## config.mk

```make
export PLATFORM = sky130hd
export DESIGN_NAME = hazard_ctrl
export DESIGN_NICKNAME = d
export VERILOG_FILES = /design/src/rtl/hazard_ctrl.sv
export SDC_FILE = /design/constraint.sdc
export NUM_CORES = 1
export LEC_CHECK = 0
export BUFFER_PORTS_ARGS = -buffer_cell sky130_fd_sc_hd__buf_4
export CORE_ASPECT_RATIO = 0.75
export CORE_UTILIZATION = 34
export DETAILED_ROUTE_END_ITERATION = 12
export HOLD_SLACK_MARGIN = 0.02
export PLACE_DENSITY = 0.81
export SLEW_MARGIN = 15
export SYNTH_ARGS = -nofsm -noshare
export SYNTH_HDL_FRONTEND = slang
export SYNTH_SLANG_ARGS = --single-unit
```

## constraint.sdc

```tcl
create_clock -name clk_i -period 1.8 [get_ports clk_i]
set_clock_uncertainty 0.05 [all_clocks]
set_input_delay 0.18 -clock clk_i [delete_from_list [all_inputs] [get_ports clk_i]]
set_output_delay 0.18 -clock clk_i [all_outputs]
set_load 0.005 [all_outputs]
```

## src/rtl/hazard_ctrl.sv

```systemverilog
// Pipeline hazard controller: load-use stalls, branch flushes and multi-cycle multiply freeze.
// Optional perf counters are built only when HAZARD_PERF_EN is defined.
module hazard_ctrl #(
   parameter int unsigned MUL_CYCLES = 4
) (
   input  logic        clk_i,
   input  logic        rst_i,
   input  logic [4:0]  id_rsaddr_i,
   input  logic [4:0]  id_rtaddr_i,
   input  logic        ex_memread_i,
   input  logic [4:0]  ex_rtaddr_i,
   input  logic        ex_mul_i,
   input  logic        branch_taken_i,
   output logic        pc_write_o,
   output logic        if_id_write_o,
   output logic        if_id_flush_o,
   output logic        id_ex_write_o,
   output logic        id_ex_bubble_o,
   output logic        ex_mem_bubble_o,
   output logic        mul_busy_o,
   output logic        mul_done_o,
   output logic [31:0] stall_cycles_o,
   output logic [31:0] flush_count_o
);

   localparam int unsigned CntW = (MUL_CYCLES > 1) ? $clog2(MUL_CYCLES) : 1;
   localparam logic [CntW-1:0] CntLoad = CntW'(MUL_CYCLES - 2);

   typedef enum logic {StIdle, StMulBusy} state_e;

   state_e          state_q, state_d;
   logic [CntW-1:0] cnt_q, cnt_d;
   logic            freeze;
   logic            loaduse;

   always_comb begin
      freeze  = ((state_q == StIdle) && ex_mul_i) || ((state_q == StMulBusy) && (cnt_q != '0));
      loaduse = ex_memread_i && (ex_rtaddr_i != 5'd0) &&
                ((ex_rtaddr_i == id_rsaddr_i) || (ex_rtaddr_i == id_rtaddr_i));
   end

   // ex_mul_i is ignored while busy so the held multiply cannot retrigger.
   always_comb begin
      state_d = state_q;
      cnt_d   = cnt_q;
      unique case (state_q)
         StIdle: begin
            if (ex_mul_i) begin
               state_d = StMulBusy;
               cnt_d   = CntLoad;
            end
         end
         StMulBusy: begin
            if (cnt_q != '0) begin
               cnt_d = cnt_q - 1'b1;
            end else begin
               state_d = StIdle;
            end
         end
         default: state_d = StIdle;
      endcase
   end

   always_comb begin
      pc_write_o      = 1'b1;
      if_id_write_o   = 1'b1;
      if_id_flush_o   = 1'b0;
      id_ex_write_o   = 1'b1;
      id_ex_bubble_o  = 1'b0;
      ex_mem_bubble_o = 1'b0;
      mul_busy_o      = 1'b0;
      mul_done_o      = 1'b0;
      if (rst_i) begin
         if_id_flush_o   = 1'b1;
         id_ex_bubble_o  = 1'b1;
         ex_mem_bubble_o = 1'b1;
      end else if (freeze) begin
         pc_write_o      = 1'b0;
         if_id_write_o   = 1'b0;
         id_ex_write_o   = 1'b0;
         ex_mem_bubble_o = 1'b1;
         mul_busy_o      = 1'b1;
      end else begin
         mul_done_o = (state_q == StMulBusy);
         if (loaduse) begin
            pc_write_o     = 1'b0;
            if_id_write_o  = 1'b0;
            id_ex_bubble_o = 1'b1;
         end else if (branch_taken_i) begin
            if_id_flush_o = 1'b1;
         end
      end
   end

   always_ff @(posedge clk_i) begin
      if (rst_i) begin
         state_q <= StIdle;
         cnt_q   <= '0;
      end else begin
         state_q <= state_d;
         cnt_q   <= cnt_d;
      end
   end

`ifdef HAZARD_PERF_EN
   logic [31:0] stall_q, flush_q;

   always_ff @(posedge clk_i) begin
      if (rst_i) begin
         stall_q <= '0;
         flush_q <= '0;
      end else begin
         if (!pc_write_o) stall_q <= stall_q + 32'd1;
         if (if_id_flush_o) flush_q <= flush_q + 32'd1;
      end
   end

   assign stall_cycles_o = stall_q;
   assign flush_count_o  = flush_q;
`else
   assign stall_cycles_o = '0;
   assign flush_count_o  = '0;
`endif

endmodule
```

==> impl_metrics.csv <==
group,metric,value,unit
floorplan,die_area,0.00257,sq mm
global_route,grt_first_pass_wirelength,1700,microns
routing,num_vias,544,
logic_synthesis,yosys.area_share.adder,0.0155,
cts,clk_latency,0.23,ns
place,dp_hpwl,1050,microns
logic_synthesis,syn_avg_cell_area,7.34,sq um
global_route,grt_antenna_before_repair,0,
global_route,grt_usage,0.0873,
logic_synthesis,ys_seq_elements,3,
place,gp_congestion,0.702,
global_route,grt_pass1_vias,409,
pwr,p_per_area,427,mW/mm^2
global_route,grt_start_max_net_pins,9,
floorplan,fp.dieW,58.3,microns
routing,routed_wl,1190,microns
sta,hold_viol_final,0,
cts,clkTransAtPathRegs,0.04,ns
floorplan,core_area,0.00212,sq mm
cts,clock-sinks,3,
logic_synthesis,netlist_area,807,sq um
routing,dr.pass1.iters,2,
sta,rsz0062_at_grt,"false",
logic_synthesis,yosys.area_share.simple,0.0806,
place,placed_area,802,sq um
routing,drtAntennaViolNets,0,
logic_synthesis,seq_area_frac_synth,0.0744,
sta,finalMaxSlewViolations,0,
finish,syn_to_final_growth,3.57,%
sta,hold_ws,0.132,ns
sta,final.setup.tns,0,ns
setup_path,crit_path_end_kind,"output pin",
place,numPortBuffers,27,
cts,cts_tree,"done",
cts,holdBufCountCts,0,
routing,wire_per_inst,6.93,microns
setup_path,start_kind,"register",
finish,stdcell_area,836,sq um
logic_synthesis,synth.distinct_cells,23,
finish,antennaDiodeCount,0,
setup_path,critPathRequiredTime,1.57,ns
cts,cts_root_buffer,"clkbuf_4",
logic_synthesis,muxShareOfSynthArea,0.0124,
cts,post-cts-setup-buffers,0,
job,max_cap_violations,0,
floorplan,die_h,44.2,microns
routing,route.met3.wl,80,microns
logic_synthesis,synth_compound_area_frac,0.0667,
floorplan,io_pins,92,
setup_path,worstPathArrival,1.45,ns
logic_synthesis,synthTopCellsByArea,"buf_4 (60%), xnor2_1 (11%), dfxtp_1 (7.4%)",
logic_synthesis,synth_top_area_share,0.605,
setup_path,critical_path_class,"register to output pin",
min_path,min_delay_path_depth,2,
floorplan,initial_core_util,0.381,
setup_path,reg2reg_depth,7,
floorplan,core.rowCount,14,
logic_synthesis,synth_top_family_by_area,"buffers and inverters",
logic_synthesis,yosysTopAreaCell,"buf_4",
routing,viasPerCell,3.18,
outcome,outcome,"finished, final reports clean",
routing,wl_met1,459,microns
sta,clock.fmax,0.597,GHz
routing,top_layer_used,"met3",
logic_synthesis,syn-instance-count,110,
min_path,hp-class,"input port to register",
cts,clock_path_buffers,2,
cts,h-tree-depth,1,
sta,fin_crit,1.68,ns
finish,final_nets,161,
pwr,p_leak,0.474,nW
finish,fin_util,0.394,
setup_path,crit_fanout,8,
cts,cts_inserted_buffers,3,
routing,drc,0,
routing,route.met2.wl,644,microns
pwr,irDropWorstVdd,0.110,mV
sta,post-route-period-util,0.931,
routing,drtIter0Drc,5,
pwr,power,357,uW
logic_synthesis,synth_xor_xnor_area_share,0.109,
global_route,grt_overflow,0,
finish,layout-drive-gt1-share,0.259,
logic_synthesis,yosysWarnings,0,
sta,final-setup-viol-count,0,
==> placed cells by master (no fill, tap or decap), drive strengths merged <==
master and n:
a311oi 1, clkbuf 4, o21ai 2, a31oi 1, or4 1, mux2i 1
a31o 1, nand2b 1, nand3 2, xnor2 10, and2 1, inv 6
conb 64, nor2 5, nor3 1, a21oi 2, dfxtp 3, nand2 3
buf 28, ha 1, o22ai 1
==> logic make-up after synthesis <==
family / count (synthesis)
buf+inv: 72
simple gates: 14
xor+xnor: 10
compound gates: 8
flops: 3
fa+ha+maj: 1
other cells: 1
mux: 1
==> through the flow <==
stage	setup WS, ns	std cells
global route	0.00495	171
finish	0.125	171
global placement	0.164	167
detailed placement	0.146	167
floorplan	0.205	173
CTS	0.0330	171
==> power by group <==
group	leakage [nW]	internal (mW)	switching (mW)
sequential	0.0253	0.0724	0.00207
combinational	0.433	0.0776	0.0869
clock	0.0150	0.0831	0.0348
total	0.474	0.233	0.124
==> cell usage after synthesis <==
cell and number:
o22ai_1 1, nand3_1 2, o21ai_2 1, and2_1 1, nand2_1 3, conb_1 1
nand2b_1 1, ha_1 1, nor2_1 5, dfxtp_1 3, clkbuf_1 1, or4_1 1
xnor2_1 10, o21ai_0 1, buf_4 65, a21oi_1 2, nor3_1 1, inv_1 5
a31o_1 1, inv_2 1, a31oi_1 1, mux2i_1 1, a311oi_1 1
==> layer usage <==
layer	track usage	vias to the layer above
met2	0.145	37
met5	0	-
li1	-	271
met1	0.104	236
met4	0.0429	0
met3	0.0263	0
==> critical path, cell delays in order (launching register included) <==
cell	delay [ns]
dfxtp_2	0.32
inv_1	0.04
ha_1	0.20
inv_1	0.08
mux2i_1	0.07
buf_4	0.16
a31oi_1	0.12
o21ai_1	0.08
buf_4	0.14
==> worst paths after layout <==
kind	from	endpoint	slack, ns
setup / recovery	cnt_q[0]	if_id_flush_o	0.12
hold / removal	rst_i	state_q	0.13
setup reg to reg	cnt_q[0]	cnt_q[1]	0.44
hold reg to reg	state_q	cnt_q[1]	0.40
==> registers in the layout (all words and copies together), names as in the netlist <==
register	cells
state_q	1
cnt_q	2
==> cell type report <==
cell class / instances / area [sq um]
sequential: 3 / 61.3
timing repair buffer: 28 / 210
tap: 32 / 40.0
fill: 240 / 1280
multi-input combinational: 98 / 475
clock buffer: 4 / 26.3
inverter: 6 / 22.5
==> repair_timing <==
item,4_1_cts,5_1_grt
pin swaps,0,1
endpoints found under the setup margin,2,4
resized for setup,1,3
Note: power is estimated with default switching activity, not from simulation.
